### src/rtl/reg_read_stage_pkg.sv
// Shared types and default sizing for the register-read stage (package rr_pkg).
package rr_pkg;

  localparam int unsigned DEF_DATA_W    = 64;
  localparam int unsigned DEF_NUM_REGS  = 16;
  localparam int unsigned DEF_NUM_SRC   = 2;
  localparam int unsigned DEF_PAYLOAD_W = 256;
  localparam int unsigned DEF_REG_W     = $clog2(DEF_NUM_REGS);

  typedef logic [DEF_REG_W-1:0]  reg_idx_t;
  typedef logic [DEF_DATA_W-1:0] operand_t;

  function automatic logic [31:0] sat_inc32(input logic [31:0] value);
    return (value == '1) ? value : value + 32'd1;
  endfunction

endpackage

### src/rtl/reg_read_stage_if.sv
// Decode-side and execute-side handshake bundle for reg_read_stage.
interface reg_read_stage_if
  import rr_pkg::*;
#(
  parameter int unsigned DATA_W    = DEF_DATA_W,
  parameter int unsigned NUM_REGS  = DEF_NUM_REGS,
  parameter int unsigned NUM_SRC   = DEF_NUM_SRC,
  parameter int unsigned PAYLOAD_W = DEF_PAYLOAD_W
);
  localparam int unsigned REG_W = $clog2(NUM_REGS);

  logic                              in_valid;
  logic                              in_ready;
  logic [NUM_SRC-1:0][REG_W-1:0]     in_src_reg;
  logic [NUM_SRC-1:0]                in_src_valid;
  logic [REG_W-1:0]                  in_dest_reg;
  logic                              in_dest_valid;
  logic [PAYLOAD_W-1:0]              in_payload;

  logic                              out_valid;
  logic                              out_ready;
  logic [NUM_SRC-1:0][DATA_W-1:0]    out_operand;
  logic [NUM_SRC-1:0][REG_W-1:0]     out_src_reg;
  logic [NUM_SRC-1:0]                out_src_valid;
  logic [REG_W-1:0]                  out_dest_reg;
  logic                              out_dest_valid;
  logic [PAYLOAD_W-1:0]              out_payload;

  modport master (
    output in_valid, in_src_reg, in_src_valid, in_dest_reg, in_dest_valid, in_payload, out_ready,
    input  in_ready, out_valid, out_operand, out_src_reg, out_src_valid, out_dest_reg,
           out_dest_valid, out_payload
  );

  modport slave (
    input  in_valid, in_src_reg, in_src_valid, in_dest_reg, in_dest_valid, in_payload, out_ready,
    output in_ready, out_valid, out_operand, out_src_reg, out_src_valid, out_dest_reg,
           out_dest_valid, out_payload
  );
endinterface

### src/rtl/reg_read_stage_scoreboard.sv
// Busy-register scoreboard: set on issue to execute, clear on writeback (set wins),
// plus per-query busy and writeback-match lookups.
module rr_scoreboard
  import rr_pkg::*;
#(
  parameter int unsigned NUM_REGS = DEF_NUM_REGS,
  parameter int unsigned NUM_Q    = DEF_NUM_SRC + 1
) (
  input  logic                                   clk,
  input  logic                                   reset_n,
  input  logic                                   set_en,
  input  logic [$clog2(NUM_REGS)-1:0]            set_reg,
  input  logic                                   wb_valid,
  input  logic [$clog2(NUM_REGS)-1:0]            wb_reg,
  input  logic [NUM_Q-1:0][$clog2(NUM_REGS)-1:0] q_reg,
  output logic [NUM_Q-1:0]                       q_busy,
  output logic [NUM_Q-1:0]                       q_wb_hit,
  output logic [NUM_REGS-1:0]                    busy
);
  logic [NUM_REGS-1:0] busy_next;

  always_comb begin
    busy_next = busy;
    if (wb_valid) busy_next[wb_reg] = 1'b0;
    if (set_en)   busy_next[set_reg] = 1'b1;
  end

  always_ff @(posedge clk or negedge reset_n) begin
    if (!reset_n) busy <= '0;
    else          busy <= busy_next;
  end

  always_comb begin
    q_busy   = '0;
    q_wb_hit = '0;
    for (int unsigned q = 0; q < NUM_Q; q++) begin
      q_busy[q]   = busy[q_reg[q]];
      q_wb_hit[q] = wb_valid && (wb_reg == q_reg[q]);
    end
  end

endmodule

### src/rtl/reg_read_stage.sv
// Register-read pipeline stage: hazard-checked issue, operand read, registered output.
// Optional writeback bypass enabled by defining REG_READ_BYPASS_EN.
module reg_read_stage
  import rr_pkg::*;
#(
  parameter int unsigned DATA_W    = DEF_DATA_W,
  parameter int unsigned NUM_REGS  = DEF_NUM_REGS,
  parameter int unsigned NUM_SRC   = DEF_NUM_SRC,
  parameter int unsigned PAYLOAD_W = DEF_PAYLOAD_W
) (
  input  logic                             clk,
  input  logic                             reset_n,
  input  logic                             flush,
  reg_read_stage_if.slave                  io,
  input  logic [NUM_REGS-1:0][DATA_W-1:0]  reg_file,
  input  logic                             wb_valid,
  input  logic [$clog2(NUM_REGS)-1:0]      wb_reg,
  input  logic [DATA_W-1:0]                wb_data,
  output logic [NUM_REGS-1:0]              busy,
  output logic [31:0]                      stall_count
);
  localparam int unsigned REG_W = $clog2(NUM_REGS);
  localparam int unsigned NUM_Q = NUM_SRC + 1;

  logic                           out_valid_q;
  logic [NUM_SRC-1:0][DATA_W-1:0] out_operand_q;
  logic [NUM_SRC-1:0][REG_W-1:0]  out_src_reg_q;
  logic [NUM_SRC-1:0]             out_src_valid_q;
  logic [REG_W-1:0]               out_dest_reg_q;
  logic                           out_dest_valid_q;
  logic [PAYLOAD_W-1:0]           out_payload_q;

  logic [NUM_Q-1:0][REG_W-1:0]    q_reg;
  logic [NUM_Q-1:0]               q_used;
  logic [NUM_Q-1:0]               q_busy;
  logic [NUM_Q-1:0]               q_wb_hit;
  logic [NUM_SRC-1:0][DATA_W-1:0] next_operand;
  logic                           hazard;
  logic                           in_ready;
  logic                           accept;
  logic                           leave;

  // Queries 0..NUM_SRC-1 are the sources, the last one is the destination.
  always_comb begin
    q_reg  = '0;
    q_used = '0;
    for (int unsigned s = 0; s < NUM_SRC; s++) begin
      q_reg[s]  = io.in_src_reg[s];
      q_used[s] = io.in_src_valid[s];
    end
    q_reg[NUM_SRC]  = io.in_dest_reg;
    q_used[NUM_SRC] = io.in_dest_valid;
  end

  rr_scoreboard #(
    .NUM_REGS (NUM_REGS),
    .NUM_Q    (NUM_Q)
  ) u_scoreboard (
    .clk      (clk),
    .reset_n  (reset_n),
    .set_en   (leave && out_dest_valid_q),
    .set_reg  (out_dest_reg_q),
    .wb_valid (wb_valid),
    .wb_reg   (wb_reg),
    .q_reg    (q_reg),
    .q_busy   (q_busy),
    .q_wb_hit (q_wb_hit),
    .busy     (busy)
  );

  // The held instruction is not yet in the scoreboard, so it is checked separately.
  always_comb begin
    logic blocked;
    blocked = 1'b0;
    hazard  = 1'b0;
    for (int unsigned q = 0; q < NUM_Q; q++) begin
`ifdef REG_READ_BYPASS_EN
      blocked = q_busy[q] && !q_wb_hit[q];
`else
      blocked = q_busy[q];
`endif
      if (q_used[q] && (blocked ||
          (out_valid_q && out_dest_valid_q && (out_dest_reg_q == q_reg[q]))))
        hazard = 1'b1;
    end
  end

  always_comb begin
    next_operand = '0;
    for (int unsigned s = 0; s < NUM_SRC; s++) begin
      if (io.in_src_valid[s]) begin
`ifdef REG_READ_BYPASS_EN
        next_operand[s] = q_wb_hit[s] ? wb_data : reg_file[io.in_src_reg[s]];
`else
        next_operand[s] = reg_file[io.in_src_reg[s]];
`endif
      end
    end
  end

`ifndef REG_READ_BYPASS_EN
  logic unused_bypass;
  assign unused_bypass = ^{wb_data, q_wb_hit};
`endif

  assign in_ready = !hazard && (!out_valid_q || io.out_ready) && !flush;
  assign accept   = io.in_valid && in_ready;
  assign leave    = out_valid_q && io.out_ready && !flush;

  always_ff @(posedge clk or negedge reset_n) begin
    if (!reset_n) begin
      out_valid_q      <= 1'b0;
      out_operand_q    <= '0;
      out_src_reg_q    <= '0;
      out_src_valid_q  <= '0;
      out_dest_reg_q   <= '0;
      out_dest_valid_q <= 1'b0;
      out_payload_q    <= '0;
    end else if (accept) begin
      out_valid_q      <= 1'b1;
      out_operand_q    <= next_operand;
      out_src_reg_q    <= io.in_src_reg;
      out_src_valid_q  <= io.in_src_valid;
      out_dest_reg_q   <= io.in_dest_reg;
      out_dest_valid_q <= io.in_dest_valid;
      out_payload_q    <= io.in_payload;
    end else if (flush || (out_valid_q && io.out_ready)) begin
      out_valid_q <= 1'b0;
    end
  end

  always_ff @(posedge clk or negedge reset_n) begin
    if (!reset_n)                    stall_count <= '0;
    else if (io.in_valid && hazard)  stall_count <= sat_inc32(stall_count);
  end

  assign io.in_ready       = in_ready;
  assign io.out_valid      = out_valid_q;
  assign io.out_operand    = out_operand_q;
  assign io.out_src_reg    = out_src_reg_q;
  assign io.out_src_valid  = out_src_valid_q;
  assign io.out_dest_reg   = out_dest_reg_q;
  assign io.out_dest_valid = out_dest_valid_q;
  assign io.out_payload    = out_payload_q;

endmodule

### src/flat_wrapper.sv
// flat-port wrapper written by rule: the top's interface ports become plain ports
module reg_read_stage_flat import rr_pkg::*;
#(
  parameter int unsigned DATA_W    = DEF_DATA_W,
  parameter int unsigned NUM_REGS  = DEF_NUM_REGS,
  parameter int unsigned NUM_SRC   = DEF_NUM_SRC,
  parameter int unsigned PAYLOAD_W = DEF_PAYLOAD_W
)
  (clk, reset_n, flush, reg_file, wb_valid, wb_reg, wb_data, busy, stall_count, io_in_valid, io_in_src_reg, io_in_src_valid, io_in_dest_reg, io_in_dest_valid, io_in_payload, io_out_ready, io_in_ready, io_out_valid, io_out_operand, io_out_src_reg, io_out_src_valid, io_out_dest_reg, io_out_dest_valid, io_out_payload);
  reg_read_stage_if #(.DATA_W(DATA_W), .NUM_REGS(NUM_REGS), .NUM_SRC(NUM_SRC), .PAYLOAD_W(PAYLOAD_W)) io_i ();
  input  logic clk;
  input  logic reset_n;
  input  logic flush;
  input  logic [NUM_REGS-1:0][DATA_W-1:0] reg_file;
  input  logic wb_valid;
  input  logic [$clog2(NUM_REGS)-1:0] wb_reg;
  input  logic [DATA_W-1:0] wb_data;
  output logic [NUM_REGS-1:0] busy;
  output logic [31:0] stall_count;
  input wire logic [$bits(io_i.in_valid)-1:0] io_in_valid;
  input wire logic [$bits(io_i.in_src_reg)-1:0] io_in_src_reg;
  input wire logic [$bits(io_i.in_src_valid)-1:0] io_in_src_valid;
  input wire logic [$bits(io_i.in_dest_reg)-1:0] io_in_dest_reg;
  input wire logic [$bits(io_i.in_dest_valid)-1:0] io_in_dest_valid;
  input wire logic [$bits(io_i.in_payload)-1:0] io_in_payload;
  input wire logic [$bits(io_i.out_ready)-1:0] io_out_ready;
  output wire logic [$bits(io_i.in_ready)-1:0] io_in_ready;
  output wire logic [$bits(io_i.out_valid)-1:0] io_out_valid;
  output wire logic [$bits(io_i.out_operand)-1:0] io_out_operand;
  output wire logic [$bits(io_i.out_src_reg)-1:0] io_out_src_reg;
  output wire logic [$bits(io_i.out_src_valid)-1:0] io_out_src_valid;
  output wire logic [$bits(io_i.out_dest_reg)-1:0] io_out_dest_reg;
  output wire logic [$bits(io_i.out_dest_valid)-1:0] io_out_dest_valid;
  output wire logic [$bits(io_i.out_payload)-1:0] io_out_payload;
  assign io_i.in_valid = io_in_valid;
  assign io_i.in_src_reg = io_in_src_reg;
  assign io_i.in_src_valid = io_in_src_valid;
  assign io_i.in_dest_reg = io_in_dest_reg;
  assign io_i.in_dest_valid = io_in_dest_valid;
  assign io_i.in_payload = io_in_payload;
  assign io_i.out_ready = io_out_ready;
  assign io_in_ready = io_i.in_ready;
  assign io_out_valid = io_i.out_valid;
  assign io_out_operand = io_i.out_operand;
  assign io_out_src_reg = io_i.out_src_reg;
  assign io_out_src_valid = io_i.out_src_valid;
  assign io_out_dest_reg = io_i.out_dest_reg;
  assign io_out_dest_valid = io_i.out_dest_valid;
  assign io_out_payload = io_i.out_payload;
  reg_read_stage #(.DATA_W(DATA_W), .NUM_REGS(NUM_REGS), .NUM_SRC(NUM_SRC), .PAYLOAD_W(PAYLOAD_W)) u_core (.clk(clk), .reset_n(reset_n), .flush(flush), .io(io_i), .reg_file(reg_file), .wb_valid(wb_valid), .wb_reg(wb_reg), .wb_data(wb_data), .busy(busy), .stall_count(stall_count));
endmodule
### config.mk
export PLATFORM = sky130hd
export DESIGN_NAME = reg_read_stage_flat
export DESIGN_NICKNAME = d
export VERILOG_FILES = /design/src/rtl/reg_read_stage_pkg.sv /design/src/rtl/reg_read_stage_if.sv /design/src/rtl/reg_read_stage_scoreboard.sv /design/src/rtl/reg_read_stage.sv /design/src/flat_wrapper.sv
export SDC_FILE = /design/constraint.sdc
export NUM_CORES = 1
export LEC_CHECK = 0
export BUFFER_PORTS_ARGS = -buffer_cell sky130_fd_sc_hd__buf_2
export CORE_AREA = 2 2 704 706
export CTS_BUF_LIST = sky130_fd_sc_hd__clkbuf_8
export CTS_CLUSTER_SIZE = 12
export DETAILED_ROUTE_END_ITERATION = 8
export DIE_AREA = 0 0 706 708
export PLACE_DENSITY = 0.3
export REMOVE_ABC_BUFFERS = 1
export SYNTH_ARGS = -nofsm -noshare
export SYNTH_HDL_FRONTEND = slang
export SYNTH_HIERARCHICAL = 1
export SYNTH_SLANG_ARGS = --single-unit
### constraint.sdc
create_clock -name clk -period 3.7 [get_ports clk]
set_input_delay 0.37 -clock clk [delete_from_list [all_inputs] [get_ports clk]]
set_output_delay 0.37 -clock clk [all_outputs]
set_load 0.01 [all_outputs]
# ---- Word-level counts from Yosys, hierarchy flattened
# Index checks and enable logic that the tools add are counted.
dict set report word_totals {
  reg_bits 448
  output_inout_bits 449
  mem_count 0
  rom_bits 0
  latchBits 0
  ram_bits 0
}
dict set report op_classes {
  magnitude_cmp 7
  n_reduce_logical 26
  multipliers 0
  muxes 23
  div_mod_pow 0
  n_eq_ne 4
  shift 0
  add_sub_neg 1
  bitwise 4
}
# op count
set op_table {}
lappend op_table {{64-bit binary-select mux with 4-bit select} 2}
lappend op_table {{64-bit two-way mux} 4}
lappend op_table {{32-bit by 1-bit adder with 32-bit output, second input constant} 1}
lappend op_table {{32-bit == test, second input constant} 1}
lappend op_table {{16-bit two-way mux} 2}
lappend op_table {{4-bit by 5-bit less-than comparator with 1-bit output, second input constant} 5}
lappend op_table {{16-bit AND} 1}
lappend op_table {{1-bit logical AND} 16}
lappend op_table {{16-bit NOT} 1}
lappend op_table {{16-bit OR} 1}
lappend op_table {{1-bit binary-select mux with 4-bit select} 3}
lappend op_table {{4-bit == test} 3}
lappend op_table {{1-bit two-way mux} 10}
lappend op_table {{1-bit demux with 4-bit select} 2}
lappend op_table {{4-bit by 1-bit >= comparator with 1-bit output, second input constant} 2}
lappend op_table {{1-bit logical OR} 5}
lappend op_table {{1-bit zero test} 3}
lappend op_table {{2-bit AND reduction} 1}
lappend op_table {{2-bit nonzero test} 1}
lappend op_table {{1-bit NOT} 1}

# ---- Logic depth before layout (Yosys ltp)
dict set report logic_depth {
  word_depth 12
  depth_mapped 12
  depth_no_buf 8
}

# ---- Modules after synthesis
# The synthesis kept the hierarchy.
# module area_each_um2 cells_each n_inst
set modules_own_cells {}
lappend modules_own_cells {reg_read_stage 31499.0 1828 1}
lappend modules_own_cells {rr_scoreboard 1271.2 114 1}

# ---- Worst setup path after synthesis
# OpenSTA, ideal clock, no wires.
dict set report synth_timing {
  path_type {input to output}
  start {in io_in_src_reg[4]}
  end {out io_in_ready}
  path_buffers 2
  path_stages 9
  path_slack_ns 0.935
  required_ns 3.330
  arrival_time_ns 2.395
  cell_sequence {buf_6 > mux4_1 > mux2i_1 > mux2i_1 > a22oi_1 > o21ai_0 > a211o_1 > clkbuf_1 > nor3b_1}
}
dict set report synth_via {
  elab_chain_cells 9
  elab_cells_between_ends 11
}
# item line
set synth_rtl {}
lappend synth_rtl {{from (decl)} flat_wrapper.sv:21} ;# input wire logic [$bits(io_i.in_src_reg)-1:0] io_in_src_reg;
lappend synth_rtl {{1-bit binary-select mux with 4-bit select} reg_read_stage_scoreboard.sv:37} ;# q_busy[q] = busy[q_reg[q]];
lappend synth_rtl {{1-bit two-way mux (implied by the code)} reg_read_stage_scoreboard.sv:37}
lappend synth_rtl {{via u_core.q_busy[1]} reg_read_stage.sv:35} ;# logic [NUM_Q-1:0] q_busy;
lappend synth_rtl {{1-bit logical OR} reg_read_stage.sv:82} ;# if (q_used[q] && (blocked ||
lappend synth_rtl {{1-bit logical AND} reg_read_stage.sv:82}
lappend synth_rtl {{1-bit two-way mux (2 in a row)} reg_read_stage.sv:82}
lappend synth_rtl {{1-bit zero test} reg_read_stage.sv:106} ;# assign in_ready = !hazard && (!out_valid_q || io.out_ready) && !flush;
lappend synth_rtl {{1-bit logical AND (2 in a row)} reg_read_stage.sv:106}
lappend synth_rtl {{to (decl)} flat_wrapper.sv:27} ;# output wire logic [$bits(io_i.in_ready)-1:0] io_in_ready;
# The timed path passes the listed nets, and every way through them passes these cells. The select of a mux whose other input is x is not followed.

# ---- Worst setup path after layout
dict set report layout_timing {
  start {reg u_core.u_scoreboard.busy[9]}
  end {out io_in_ready}
}
dict set report layout_via {
  elab_chain_cells 10
  elab_cells_between_ends 18
}
# item line
set layout_rtl {}
lappend layout_rtl {{from (decl)} reg_read_stage_scoreboard.sv:18} ;# output logic [NUM_REGS-1:0] busy
lappend layout_rtl {{from (signal assigned)} reg_read_stage_scoreboard.sv:30} ;# else busy <= busy_next;
lappend layout_rtl {{1-bit binary-select mux with 4-bit select} reg_read_stage_scoreboard.sv:37}
lappend layout_rtl {{1-bit two-way mux (implied by the code)} reg_read_stage_scoreboard.sv:37}
lappend layout_rtl {{via u_core.q_busy[0]} reg_read_stage.sv:35}
lappend layout_rtl {{1-bit logical OR} reg_read_stage.sv:82}
lappend layout_rtl {{1-bit logical AND} reg_read_stage.sv:82}
lappend layout_rtl {{1-bit two-way mux (3 in a row)} reg_read_stage.sv:82}
lappend layout_rtl {{1-bit zero test} reg_read_stage.sv:106}
lappend layout_rtl {{1-bit logical AND (2 in a row)} reg_read_stage.sv:106}
# The timed path passes the listed nets, and every way through them passes these cells. The select of a mux whose other input is x is not followed.

==> metrics.txt <==
run status complete, no violations; placeable core area 492000 sq um; Row Count 258; number of DRC violations after detailed-routing iteration 0 between 2k and 3k; switching part of the total 0.407; share of final-layout standard cells stronger than drive strength 1 0.642; drt wl/cell ~34 um; Max Cap Viol 0; Fillers 56.3k; pin count of the biggest net entering global routing ~110; maximum clock frequency 283 MHz; Longest Clk Path Bufs 4; maximum cell stage delay along the critical path around 0.5 ns; logic depth of the worst register-to-register path 10; cell count after synthesis around 1.9k; clock tree skew after final layout between 0.1 and 0.15 ns; largest driver fanout on the critical path 3; Int Power roughly 13 mW; Area after DPL roughly 50000 sq um; Die Height about 710 um; CTS tree done; count of final hold-check violations 0; port buffer count approximately 1.8k; starting utilization of the core area 0.0663; average cell area after synthesis approximately 17 sq um; sequential power share 0.314; synthesis warning total 6; routed wire length roughly 360000 um; worst-case vdd ir drop 0.000216 V; Worst slew margin 0.355; worst hold-check path type input port to flop; top-level port count approximately 1.8k; detailed-route vias per instance just over 3; worst flop-to-flop path startpoint u_core/u_scoreboard/busy[9]; worst r2r dst u_core/io.out_operand[39]; net switching power roughly 9.2 mW; clock buffer count from CTS 98; clock transition time at the flip-flop clock pins of the worst setup and hold paths roughly 0.060 ns; Arrival @ worst endpoint between 3 and 4 ns; area overhead of the layout relative to synthesis 71.7%; fin crit share 0.956; Final Instance Area roughly 56000 sq um; global route total overflow 0; number of antenna violations at the first check in global routing 426; CTS sink cnt around 450; Cells on Worst Hold Path 4; chip width between 700 and 800 um; total power density per cell area about 400 nW/um^2; source-to-sink clock delay at the later pin of the worst-skew pair about 0.94 ns; final total power 22.7 mW; static leakage approximately 22 nW; number of search-and-repair iterations in the first detailed-routing pass 7; endpoint of the worst hold path u_core/io.out_operand[1]; Post-route DRC 0; power share of the clock group 0.266; vias after detailed routing around 33k; Setup CP Type flop to output port; cell at the root of the clock tree clkbuf_8; crit path launch type flop; CP most frequent cell mux2i_1; slew at the pin with the worst max-slew slack between 0.9 and 1 ns; placer's final routability congestion estimate just over 0.9; slowest stage cell, crit path mux4_1; critical path required time around 3.3 ns; H-tree levels 3; setup slack on the worst flop-to-flop path between 0.2 and 0.25 ns; NumNets Final roughly 5.4k; hold path startpoint reg_file[193]; global-route usage over all layers 0.140; max FFs per register 256; CP Launch Point u_core/u_scoreboard/busy[9]; fin crit period approximately 3.5 ns; vias in the first global route 33.6k; Finish-stage setup viols 0; critical path endpoint category output port; max-slew violation count 0; hpwl dp around 320000 um; wire length of the first global-routing pass around 440000 um; antenna violation net count after detailed routing 0; combinational group share of total power 0.420; overall die area about 500000 sq um; area of the mapped netlist 32600 sq um; sequence of cells on the critical path buf_4 -> mux4_1 -> mux2i_1 -> mux2i_1 -> a41o_1 -> a211o_4 -> nor3b_2 -> buf_2
-- critical path: cells and delay by family (launching register included) --
kind	cells	cell delay (ns)
multiplexers	3	0.80
flip-flops	1	0.40
buffers and inverters	2	0.32
AO/OA/AOI/OAI	2	0.64
AND/OR/NAND/NOR	1	0.15
-- repair_timing --
| item | CTS | global route |
|---|---|---|
| hold endpoints to repair | 682 | 0 |
| gates resized for setup | 14 | 0 |
| buffers inserted | 2 | 0 |
| endpoints found under the setup margin | 1 | 1 |
| cloned | 0 | 0 |
| pin swaps | 1 | 1 |
| hold buffers | 394 | 0 |
-- cells in the final DEF (no fill, tap or decap), types with 19 or more instances in the layout --
master,count
xnor2_1,23
nand2_1,19
diode_2,128
dlygate4sd3_1,393
nand3_1,22
o21ai_0,32
a22o_1,128
buf_2,1744
xor2_1,20
clkbuf_8,112
inv_1,36
buf_4,56
mux4_2,640
mux2_1,269
buf_12,43
dfrtp_1,438
-- power groups by stage --
stage,sequential [mW],clock (mW),combinational (mW)
6_report,7.11,6.02,9.52
5_1_grt,7.26,6.58,10.1
2_1_floorplan,7.53,0,2.75
3_3_place_gp,7.18,0,9.48
4_1_cts,7.12,6.44,10.0
3_5_place_dp,7.19,0,9.48
-- worst max-delay path by stage --
stage / end / slack, ns / depth (start not counted)
after floorplan: u_core/io.out_operand[126] / -11.55 / 8
final: io_in_ready / 0.16 / 8
after global routing: io_in_ready / -0.003 / 9
after global placement: u_core/io.out_operand[22] / 0.09 / 10
after detailed placement: u_core/io.out_operand[74] / 0.16 / 9
after CTS: io_in_ready / 0.01 / 8
-- per-layer routing --
metal  vias to the layer above  wire length [um]  track usage
met1                     16842            130000        0.151
met3                       784             37900       0.0611
met5                         -              1250            0
li1                      12781                 -            -
met2                      2075            181000        0.249
met4                       184             14000       0.0371
-- cell type report --
| cell class | count | area [sq um] | share of cell area |
|---|---|---|---|
| flip-flops and latches | 448 | 11200 | 0.200 |
| clock inverters | 54 | 444 | 0.00793 |
| inverters | 2 | 7.51 | 0.000134 |
| diodes | 128 | 320 | 0.00572 |
| multi-input cells | 1258 | 20300 | 0.362 |
| repair buffers | 2246 | 14100 | 0.252 |
| well taps | 6500 | 8130 | 0.145 |
| clock buffers | 112 | 1540 | 0.0275 |
-- through the flow --
stage	setup WS (ns)	instances	utilization	setup TNS, ns	hold slack [ns]
final	0.161	10748	0.114	0	0.164
after floorplan	-11.55	1708	-	-3095.42	0.0744
after global placement	0.0885	10058	0.101	0	0.336
after CTS	0.00960	10620	0.113	0	0.000378
after global routing	-0.00345	10678	0.113	-0.00345	0.0629
after detailed placement	0.163	10058	0.101	0	0.336
Note: power is estimated with default switching activity, not from simulation.
